--- src/rtl/dp_tb_pkg.sv ---
// Shared definitions for the datapath result collector: FSM encoding,
// MISR defaults, rd_data layout and the signature step function.
package dp_tb_pkg;

    typedef enum logic [1:0] {
        ST_IDLE    = 2'd0,
        ST_COLLECT = 2'd1,
        ST_DONE    = 2'd2
    } state_e;

    localparam logic [31:0] MISR_POLY_DEF = 32'h04C11DB7;
    localparam logic [31:0] MISR_SEED_DEF = 32'hFFFFFFFF;

    // rd_data is {zero, outputs}: the zero flag sits just above the data bits.
    function automatic int zero_bit_pos(input int data_w);
        return data_w;
    endfunction

    function automatic logic [31:0] misr_step(
        input logic [31:0] sig,
        input logic [31:0] data,
        input logic [31:0] poly
    );
        logic [31:0] shifted;
        shifted = {sig[30:0], 1'b0} ^ (sig[31] ? poly : 32'd0);
        return shifted ^ data;
    endfunction

endpackage

--- src/rtl/dp_result_fifo.sv ---
// Synchronous show-ahead FIFO with flush; rd_data reads 0 while empty.
module dp_result_fifo #(
    parameter int WIDTH = 33,
    parameter int DEPTH = 8
) (
    input  logic                       CLK,
    input  logic                       RST,
    input  logic                       flush,
    input  logic                       push,
    input  logic                       pop,
    input  logic [WIDTH-1:0]           wr_data,
    output logic [WIDTH-1:0]           rd_data,
    output logic                       full,
    output logic                       empty,
    output logic [$clog2(DEPTH):0]     count
);

    localparam int AW = $clog2(DEPTH);
    localparam logic [AW:0] DEPTH_C = (AW+1)'(DEPTH);

    logic [WIDTH-1:0] mem [DEPTH];
    logic [AW-1:0]    wr_ptr_q, wr_ptr_d;
    logic [AW-1:0]    rd_ptr_q, rd_ptr_d;
    logic [AW:0]      count_q, count_d;
    logic             push_ok;
    logic             pop_ok;

    assign full    = (count_q == DEPTH_C);
    assign empty   = (count_q == '0);
    assign count   = count_q;
    assign push_ok = push && !full;
    assign pop_ok  = pop && !empty;
    assign rd_data = empty ? '0 : mem[rd_ptr_q];

    always_comb begin
        wr_ptr_d = wr_ptr_q;
        rd_ptr_d = rd_ptr_q;
        count_d  = count_q;
        if (flush) begin
            wr_ptr_d = '0;
            rd_ptr_d = '0;
            count_d  = '0;
        end else begin
            // Pointers are log2(DEPTH) bits wide, so the increment wraps modulo DEPTH.
            if (push_ok) wr_ptr_d = wr_ptr_q + AW'(1);
            if (pop_ok)  rd_ptr_d = rd_ptr_q + AW'(1);
            case ({push_ok, pop_ok})
                2'b10:   count_d = count_q + (AW+1)'(1);
                2'b01:   count_d = count_q - (AW+1)'(1);
                default: count_d = count_q;
            endcase
        end
    end

    always_ff @(posedge CLK) begin
        if (RST) begin
            wr_ptr_q <= '0;
            rd_ptr_q <= '0;
            count_q  <= '0;
        end else begin
            wr_ptr_q <= wr_ptr_d;
            rd_ptr_q <= rd_ptr_d;
            count_q  <= count_d;
        end
    end

    // NOTE: storage has no reset; validity is tracked by count, so stale words are never exposed.
    always_ff @(posedge CLK) begin
        if (push_ok && !flush) mem[wr_ptr_q] <= wr_data;
    end

endmodule

--- src/rtl/dp_result_collector.sv ---
// Flow-controlled sink for datapath results: buffers beats in a FIFO and
// keeps a MISR signature, result/zero counts and a done indication.
module dp_result_collector
    import dp_tb_pkg::*;
#(
    parameter int          DATA_W    = 32,
    parameter int          DEPTH     = 8,
    parameter int          CNT_W     = 16,
    parameter logic [31:0] MISR_POLY = MISR_POLY_DEF,
    parameter logic [31:0] MISR_SEED = MISR_SEED_DEF
) (
    input  logic                      CLK,
    input  logic                      RST,
    input  logic                      start,
    input  logic [CNT_W-1:0]          expected_cnt,
    input  logic                      in_valid,
    output logic                      in_ready,
    input  logic [DATA_W-1:0]         outputs,
    input  logic                      zero,
    input  logic                      rd_en,
    output logic                      rd_valid,
    output logic [DATA_W:0]           rd_data,
    output logic [$clog2(DEPTH):0]    fifo_count,
    output logic [CNT_W-1:0]          result_cnt,
    output logic [CNT_W-1:0]          zero_cnt,
    output logic [31:0]               signature,
    output logic                      done,
    output logic                      underflow
);

    localparam int ZB = zero_bit_pos(DATA_W);

    state_e           state_q, state_d;
    logic [CNT_W-1:0] exp_q, exp_d;
    logic [CNT_W-1:0] result_cnt_q, result_cnt_d;
    logic [CNT_W-1:0] zero_cnt_q, zero_cnt_d;
    logic [31:0]      sig_q, sig_d;
    logic             underflow_q, underflow_d;

    logic             fifo_full;
    logic             fifo_empty;
    logic             reached;
    logic             accept;
    logic [DATA_W:0]  push_word;
    logic [31:0]      data_ext;

    assign reached  = (result_cnt_q == exp_q);
    // Registered count only: a pop in a full cycle cannot open in_ready early.
    assign in_ready = (state_q == ST_COLLECT) && !fifo_full && !reached;
    assign accept   = in_valid && in_ready && !start;
    assign data_ext = 32'(outputs);

    always_comb begin
        push_word     = '0;
        push_word[ZB] = zero;
        push_word[DATA_W-1:0] = outputs;
    end

    dp_result_fifo #(
        .WIDTH (DATA_W + 1),
        .DEPTH (DEPTH)
    ) u_fifo (
        .CLK     (CLK),
        .RST     (RST),
        .flush   (start),
        .push    (accept),
        .pop     (rd_en),
        .wr_data (push_word),
        .rd_data (rd_data),
        .full    (fifo_full),
        .empty   (fifo_empty),
        .count   (fifo_count)
    );

    // NOTE: every signal written here gets a default first so no latch is inferred.
    always_comb begin
        exp_d        = exp_q;
        result_cnt_d = result_cnt_q;
        zero_cnt_d   = zero_cnt_q;
        sig_d        = sig_q;
        underflow_d  = underflow_q | (rd_en && fifo_empty);

        if (start) begin
            exp_d        = expected_cnt;
            result_cnt_d = '0;
            zero_cnt_d   = '0;
            sig_d        = MISR_SEED;
            underflow_d  = 1'b0;
        end else if (accept) begin
            if (result_cnt_q != '1)         result_cnt_d = result_cnt_q + CNT_W'(1);
            if (zero && zero_cnt_q != '1)   zero_cnt_d   = zero_cnt_q + CNT_W'(1);
            sig_d = misr_step(sig_q, data_ext, MISR_POLY);
        end
    end

    always_comb begin
        state_d = state_q;
        case (state_q)
            ST_IDLE: begin
                if (start) state_d = ST_COLLECT;
            end
            ST_COLLECT: begin
                // Covers both the final accepted beat and expected_cnt = 0.
                if (!start && result_cnt_d == exp_q) state_d = ST_DONE;
            end
            ST_DONE: begin
                if (start) state_d = ST_COLLECT;
            end
            default: state_d = ST_IDLE;
        endcase
    end

    // NOTE: sequential state uses non-blocking assignments only.
    always_ff @(posedge CLK) begin
        if (RST) begin
            state_q      <= ST_IDLE;
            exp_q        <= '0;
            result_cnt_q <= '0;
            zero_cnt_q   <= '0;
            sig_q        <= MISR_SEED;
            underflow_q  <= 1'b0;
        end else begin
            state_q      <= state_d;
            exp_q        <= exp_d;
            result_cnt_q <= result_cnt_d;
            zero_cnt_q   <= zero_cnt_d;
            sig_q        <= sig_d;
            underflow_q  <= underflow_d;
        end
    end

    assign rd_valid   = !fifo_empty;
    assign result_cnt = result_cnt_q;
    assign zero_cnt   = zero_cnt_q;
    assign signature  = sig_q;
    assign done       = (state_q == ST_DONE);
    assign underflow  = underflow_q;

endmodule

--- config.mk ---
export PLATFORM = sky130hd
export DESIGN_NAME = dp_result_collector
export DESIGN_NICKNAME = d
export VERILOG_FILES = /design/src/rtl/dp_tb_pkg.sv /design/src/rtl/dp_result_fifo.sv /design/src/rtl/dp_result_collector.sv
export SDC_FILE = /design/constraint.sdc
export NUM_CORES = 1
export LEC_CHECK = 0
export ABC_AREA = 1
export CAP_MARGIN = 20
export CORE_UTILIZATION = 62
export CTS_CLUSTER_DIAMETER = 30
export DETAILED_ROUTE_END_ITERATION = 12
export PLACE_DENSITY = 0.86
export SYNTH_ARGS = -nofsm -noshare
export SYNTH_HDL_FRONTEND = slang
export SYNTH_HIERARCHICAL = 1
export SYNTH_SLANG_ARGS = --single-unit
--- constraint.sdc ---
create_clock -name CLK -period 10.3 [get_ports CLK]
set_clock_uncertainty 0.1 [all_clocks]
set_input_delay 2.06 -clock CLK [delete_from_list [all_inputs] [get_ports CLK]]
set_output_delay 2.06 -clock CLK [all_outputs]
set_load 0.02 [all_outputs]
==> PnR_summary.wiki <==
{| class="wikitable"
! Metric !! Value
|-
| Status || finished clean
|-
| Fraction of the cycle the final worst path needs || 0.574
|-
| Reg-to-Reg End || u_fifo/mem[4][32]
|-
| Number of enable flip-flop cells after synthesis || 264
|-
| Max Clock Freq || 169 MHz
|-
| Dominant cell by count in the synthesized netlist || sky130_fd_sc_hd__nand2_1
|-
| Kind of capture point of the worst setup path || primary output
|-
| Pre-Repair DR Iteration Count || 7
|-
| Setup slack of the most critical reg-to-reg path || 6.21 ns
|-
| Pin count of the biggest net entering global routing || 107
|-
| Via count || 13800
|-
| Net count after synthesis || 1907
|-
| Drt wl/cell || 18.7 um
|-
| Post-synth top area share || 0.481
|-
| Power density over the cells || 192 nW/um^2
|-
| Count of cell types in the netlist || 37
|-
| Number of warnings issued by yosys || 6
|-
| Insertion delay of the later-clocked pin in the worst-skew pair || 0.60 ns
|-
| Kind of start point of the critical path || register
|-
| Global-route congestion overflow total || 0
|-
| Critical path type || reg -> out
|-
| Leakage || 8.31 nW
|-
| Main synth FF type || sky130_fd_sc_hd__edfxtp_1
|-
| Worst rel slew slack || 0.227
|-
| Source of the worst hold timing path || underflow
|-
| Proportion of synthesized flip-flops having asynchronous set or reset || 0
|-
| Starting density of the core || 0.632
|-
| IR Drop Worst-Case VDD || 0.000147 V
|-
| Crit path max fanout || 74
|-
| Number of instances in the synthesized netlist || 1845
|-
| Count of buffers inserted at the top-level ports || 158
|-
| Synth cell count leaders || 638 x sky130_fd_sc_hd__nand2_1, 264 x sky130_fd_sc_hd__edfxtp_1, 213 x sky130_fd_sc_hd__inv_1, 143 x sky130_fd_sc_hd__nor2_1, 142 x sky130_fd_sc_hd__nand3_1
|-
| Critical path required time || 8.14 ns
|-
| Via count of the first global-routing pass || 13700
|-
| Largest cells by area after synthesis || sky130_fd_sc_hd__edfxtp_1 48%, sky130_fd_sc_hd__nand2_1 15%, sky130_fd_sc_hd__dfxtp_1 12%
|-
| Data arrival time at the worst-slack endpoint || 3.75 ns
|-
| Top-Level Pins || 159
|-
| Layout net count || 2065
|-
| Starting DRT DRC Count || 1489
|-
| Sink count of the clock tree || 360
|-
| Standard cell core area || 26100 um^2
|-
| Die width || 165 um
|-
| Die Y || 165 um
|-
| Clock Pin Slew Worst Setup and Hold Paths || 0.05 ns
|-
| Max Buffers Root-to-Sink || 3
|-
| Buffers inserted by post-CTS timing repair || 0
|-
| Growth of design area from synthesis to finish || 23.8%
|-
| Setup TNS || 0 ns
|-
| Worst r2r src || u_fifo/count[1]
|-
| Hold Fails Final Rpt || 0
|-
| Global-route wire length before repair || 67800 um
|-
| Total routed wirelength || 44800 um
|-
| Vias/cell || 5.79
|-
| Worst-case setup margin in the final layout || 4.39 ns
|-
| H-tree levels || 2
|-
| Fin util || 0.783
|-
| Fin crit period || 5.91 ns
|-
| Hold path endpoint || underflow
|-
| Total routing resource utilization after global routing || 0.326
|-
| Number of setup violations in the final report || 0
|-
| Worst-Margin Slew || 1.16 ns
|-
| Proportion of layout cells with a drive suffix above 1 || 0.0788
|-
| Share of the yosys chip area belonging to registers || 0.598
|-
| Hold path cells || 2
|-
| Synthesized cell area || 16500 um^2
|-
| Gates resized, CTS repair || 0
|-
| Number of core rows || 59
|-
| FF+latch count, synth || 360
|-
| Pins Over Slew Limit || 0
|-
| Cell taking the most area after synthesis || sky130_fd_sc_hd__edfxtp_1
|-
| DRC errors left || 0
|-
| ANT nets after route || 0
|-
| Mean post-synth cell area || 8.93 um^2
|-
| Post-cts hold buffer count || 0
|-
| Number of buffers inserted during clock tree synthesis || 61
|-
| Max-capacitance violation count || 0
|-
| Antenna violations before repair || 1
|-
| Setup repair after global routing missed its margin || false
|-
| Root buffer selected by CTS || sky130_fd_sc_hd__clkbuf_16
|-
| Floorplan die area || 27200 um^2
|-
| Weighted congestion reported at the end of routability-driven placement || 0.937
|-
| Hold Path Class || reg -> reg
|-
| R2R cell count || 11
|-
| Place WS || 4.59 ns
|-
| Number of fillers in the final layout || 1520
|-
| Post-DP HPWL || 23700 um
|-
| Clock tree from TritonCTS || done
|}
==> final cells by class <==
class	count	area, um^2	share of cell area
clock buffer	64	1560	0.0764
antenna	1	2.50	0.000123
timing repair buffer	173	1780	0.0872
sequential	360	9860	0.483
multi-input combinational	1188	5420	0.266
clock inverter	51	532	0.0261
inverter	219	825	0.0404
tap	335	419	0.0206
==> routing by layer <==
layer / track usage / routed length [um] / up-vias
li1: - / - / 6297
met1: 0.385 / 16300 / 6424
met2: 0.556 / 21900 / 934
met3: 0.0691 / 4790 / 190
met4: 0.176 / 1840 / 0
met5: 0 / 0 / -
==> sequential cells by signal, indices dropped and copies added (netlist names), named ones only <==
name,flops
exp_q,16
result_cnt,16
signature,32
state_q,2
u_fifo/count,4
u_fifo/mem,264
u_fifo/rd_ptr_q,3
u_fifo/wr_ptr_q,3
underflow,1
zero_cnt,16
==> how the worst max path moves through the flow <==
stage | slack (ns) | cells after the start | endpoint | from
floorplan | 5.60 | 6 | u_fifo/mem[0][0] | start
global placement | 4.75 | 12 | zero_cnt[9] | start
detailed placement | 4.59 | 11 | zero_cnt[8] | start
CTS | 4.47 | 9 | rd_data[13] | register
global route | 4.25 | 9 | rd_data[13] | register
finish | 4.39 | 9 | rd_data[13] | register
==> critical path, cell delays in order (launching register included) <==
cell and delay, ns:
sky130_fd_sc_hd__dfxtp_4 0.45, sky130_fd_sc_hd__inv_4 0.51, sky130_fd_sc_hd__buf_4 0.75, sky130_fd_sc_hd__nand2_1 0.20
sky130_fd_sc_hd__nand2_1 0.15, sky130_fd_sc_hd__nand2_1 0.07, sky130_fd_sc_hd__nand2_1 0.09, sky130_fd_sc_hd__nor2_1 0.05
sky130_fd_sc_hd__nor2_1 0.19, sky130_fd_sc_hd__clkdlybuf4s50_1 0.63
==> power by group <==
part | switching [mW] | internal (mW)
combinational | 0.203 | 0.113
clock | 0.810 | 1.20
sequential | 0.0182 | 1.57
total | 1.03 | 2.88
==> through the flow <==
stage                     instances  instance area, um^2  hold WS, ns  total power [mW]
after floorplan                1845                16500        0.359              1.79
after global routing           2390                20400        0.433              4.01
final                          2391                20400        0.397              3.91
after detailed placement       2271                18200        0.381              1.92
after global placement         2270                18200        0.360              1.91
after CTS                      2386                20300        0.404              3.91
==> cell families after synthesis <==
group | count (synthesis) | synth area share
AND/OR/NAND/NOR | 978 | 0.244
flip-flops | 360 | 0.598
buffers and inverters | 297 | 0.0766
AO/OA/AOI/OAI | 148 | 0.0460
XOR/XNOR | 54 | 0.0287
adder cells (fa/ha/maj) | 8 | 0.00653
==> layout by cell type (no fill, tap or decap), types with 14 or more instances in the layout <==
cell type | Yosys | layout
sky130_fd_sc_hd__nand2_1 | 638 | 638
sky130_fd_sc_hd__edfxtp_1 | 264 | 264
sky130_fd_sc_hd__inv_1 | 213 | 212
sky130_fd_sc_hd__clkdlybuf4s50_1 | 0 | 158
sky130_fd_sc_hd__nand3_1 | 142 | 142
sky130_fd_sc_hd__nor2_1 | 143 | 135
sky130_fd_sc_hd__dfxtp_1 | 96 | 93
sky130_fd_sc_hd__a21oi_1 | 78 | 78
sky130_fd_sc_hd__o21ai_0 | 62 | 62
sky130_fd_sc_hd__clkbuf_16 | 0 | 61
sky130_fd_sc_hd__xnor2_1 | 33 | 33
sky130_fd_sc_hd__nand4_1 | 24 | 24
sky130_fd_sc_hd__xor2_1 | 21 | 21
sky130_fd_sc_hd__inv_6 | 0 | 16
sky130_fd_sc_hd__nor3_1 | 14 | 14
Note: power is estimated with default switching activity, not from simulation.
==> RTL edit, RTL diff (config.mk and constraints unchanged) <==
Reset style: asynchronous (`RST`), changed in 2 clocked blocks.
--- a/src/rtl/dp_result_fifo.sv
+++ b/src/rtl/dp_result_fifo.sv
@@ -52,7 +52,7 @@
         end
     end
 
-    always_ff @(posedge CLK) begin
+    always_ff @(posedge CLK or posedge RST) begin
         if (RST) begin
             wr_ptr_q <= '0;
             rd_ptr_q <= '0;
--- a/src/rtl/dp_result_collector.sv
+++ b/src/rtl/dp_result_collector.sv
@@ -111,7 +111,7 @@
     end
 
     // NOTE: sequential state uses non-blocking assignments only.
-    always_ff @(posedge CLK) begin
+    always_ff @(posedge CLK or posedge RST) begin
         if (RST) begin
             state_q      <= ST_IDLE;
             exp_q        <= '0;
Behaviour: differs if RST is asserted again (counterexample within 4 cycles, from zero or initial values and one cycle with RST high); with RST held inactive, the same outputs for 4 cycles.
==> RTL edit against the original RTL <==
- setup slack worse by 0.073 ns
- via count decreased by 8.3%
- synthesized area is 4.0% lower
- global-route usage up 0.090 points
- sequential share of layout area is 3.2 points higher
- wire length is 1.6% higher
- design area fell by 2.0%
- sequential cell count shrank 3
- final cell count is 15% lower
- count of clock-buffer cells in the layout grew 16
- critical path type unchanged
Power is not compared: it rests on default switching activity, and its combinational part moved more than twofold at a synthesized area within 25%.
==> RTL edit: results (changes against the original RTL) <==
Outcome
  – Status: finished, final reports clean (unchanged)

Worst setup path
  – Setup slack, reg-to-reg: 6.03 ns (was 6.21 ns)
  – R2r endpoint: u_fifo/mem[2][15] (was u_fifo/mem[4][32])
  – Crit path to: rd_data[14] (was rd_data[13])
  – Critical Path Max Stage Delay: 0.89 ns (was 0.75 ns)
  – Crit-path max FO: 111 (was 74)
  – Worst r2r src: u_fifo/count[3] (was u_fifo/count[1])
  – FF-to-FF path depth: 12 (was 11)
  – Data arrival, critical path: 3.82 ns (was 3.75 ns)

Timing
  – Actual slew at the worst max-slew pin: 1.196 ns (was 1.159 ns)
  – Fmax: 167.2 MHz (was 169.3 MHz)

Synth
  – Most common library cells after synthesis: nor2_1, edfxtp_1, nand2_1 (was nand2_1, edfxtp_1, inv_1)
  – Synth unique cells: 38 (was 37)
  – Syn Nets: 1542 (was 1907)
  – Ys async rst share: 0.2605 (was 0)
  – Synth top area cells: edfxtp_1, dfrtp_1, nor2_1, dfstp_2, nand2_1 (was edfxtp_1, nand2_1, dfxtp_1, inv_1, nand3_1)
  – Post-synthesis sequential area ratio: 0.6511 (was 0.5979)

Global route
  – First-pass GRT wire length: 65000 µm (was 67820 µm)
  – Largest net degree at the start of global routing: 113 (was 107)
  – Initial antenna violation count: 0 (was 1)

Finish
  – Layout cell share with drive strength beyond 1: 0.1191 (was 0.07883)
  – Antenna fix cells: 0 (was 1)
  – Fin nets: 1710 (was 2065)

Placement
  – Post-Place Worst Slack: 4.697 ns (was 4.592 ns)
  – DP Cell Count: 1905 (was 2271)
  – Global placement routability congestion: 0.8723 (was 0.9366)

Route
  – Number of DRC violations after detailed-routing iteration 0: 1699 (was 1489)
  – WL/cell: 22.39 µm (was 18.75 µm)
  – Via count: 12700 (was 13850)

Clock network
  – H-tree Lvls: 3 (was 2)
  – Worst-Skew Late Latency: 0.57 ns (was 0.60 ns)
  – CTS Buf Count: 66 (was 61)

Hold path
  – Hold_sp: underflow (unchanged)
  – Worst Hold End: underflow (unchanged)
==> RTL edit: cell count changes after synthesis, sizes merged, moves of 12 or more <==
cell	before	now
a21oi	78	46
inv	218	90
dfstp	0	32
nand2	639	200
clkbuf	24	36
nor2	151	350
dfrtp	0	61
dfxtp	96	0
buf	54	38
o21ai	66	134
nand3	145	50
o32ai	0	66
==> RTL edit: final cells by class <==
type | count | area, µm² | area share
clock buffer | 80 | 1757 | 0.08790
multi-input combinational | 961 | 4881 | 0.2442
sequential | 357 | 10300 | 0.5155
timing repair buffer | 174 | 1807 | 0.09040
inverter | 90 | 340.3 | 0.01703
tap | 330 | 412.9 | 0.02066
clock inverter | 42 | 485.5 | 0.02429
==> RTL edit: stage by stage <==
stage / cell area (µm²) / power (µW) / utilization
after floorplan: 15810 / 2500 / -
after global placement: 17580 / 2941 / 0.7002
after detailed placement: 17580 / 2986 / 0.7002
after CTS: 19820 / 5181 / 0.7895
after global routing: 19990 / 5415 / 0.7959
final: 19990 / 5259 / 0.7959
==> RTL edit: logic make-up after synthesis <==
group / after synthesis / share of synthesized area
xor gates and xnor gates: 55 / 0.03046
buffers and inverters: 164 / 0.04439
AOI/OAI and AO/OA: 261 / 0.1015
and+or+nand+nor: 639 / 0.1678
adders and majority gates: 6 / 0.004747
DFF: 357 / 0.6511
==> RTL edit: metal layers <==
layer,vias up,part of all wire,global-route usage
li1,5493,-,-
met1,6138,0.36,0.3999
met2,946,0.51,0.5576
met3,124,0.097,0.06384
met4,0,0.031,0.1625
met5,-,0,0
==> RTL edit: power breakdown <==
group	switching (µW)	internal, µW	leakage [µW]
Clock	789	1410	0.00107
Sequential	77.5	1620	0.00352
Combinational	863	496	0.00291
Total	1730	3530	0.00749
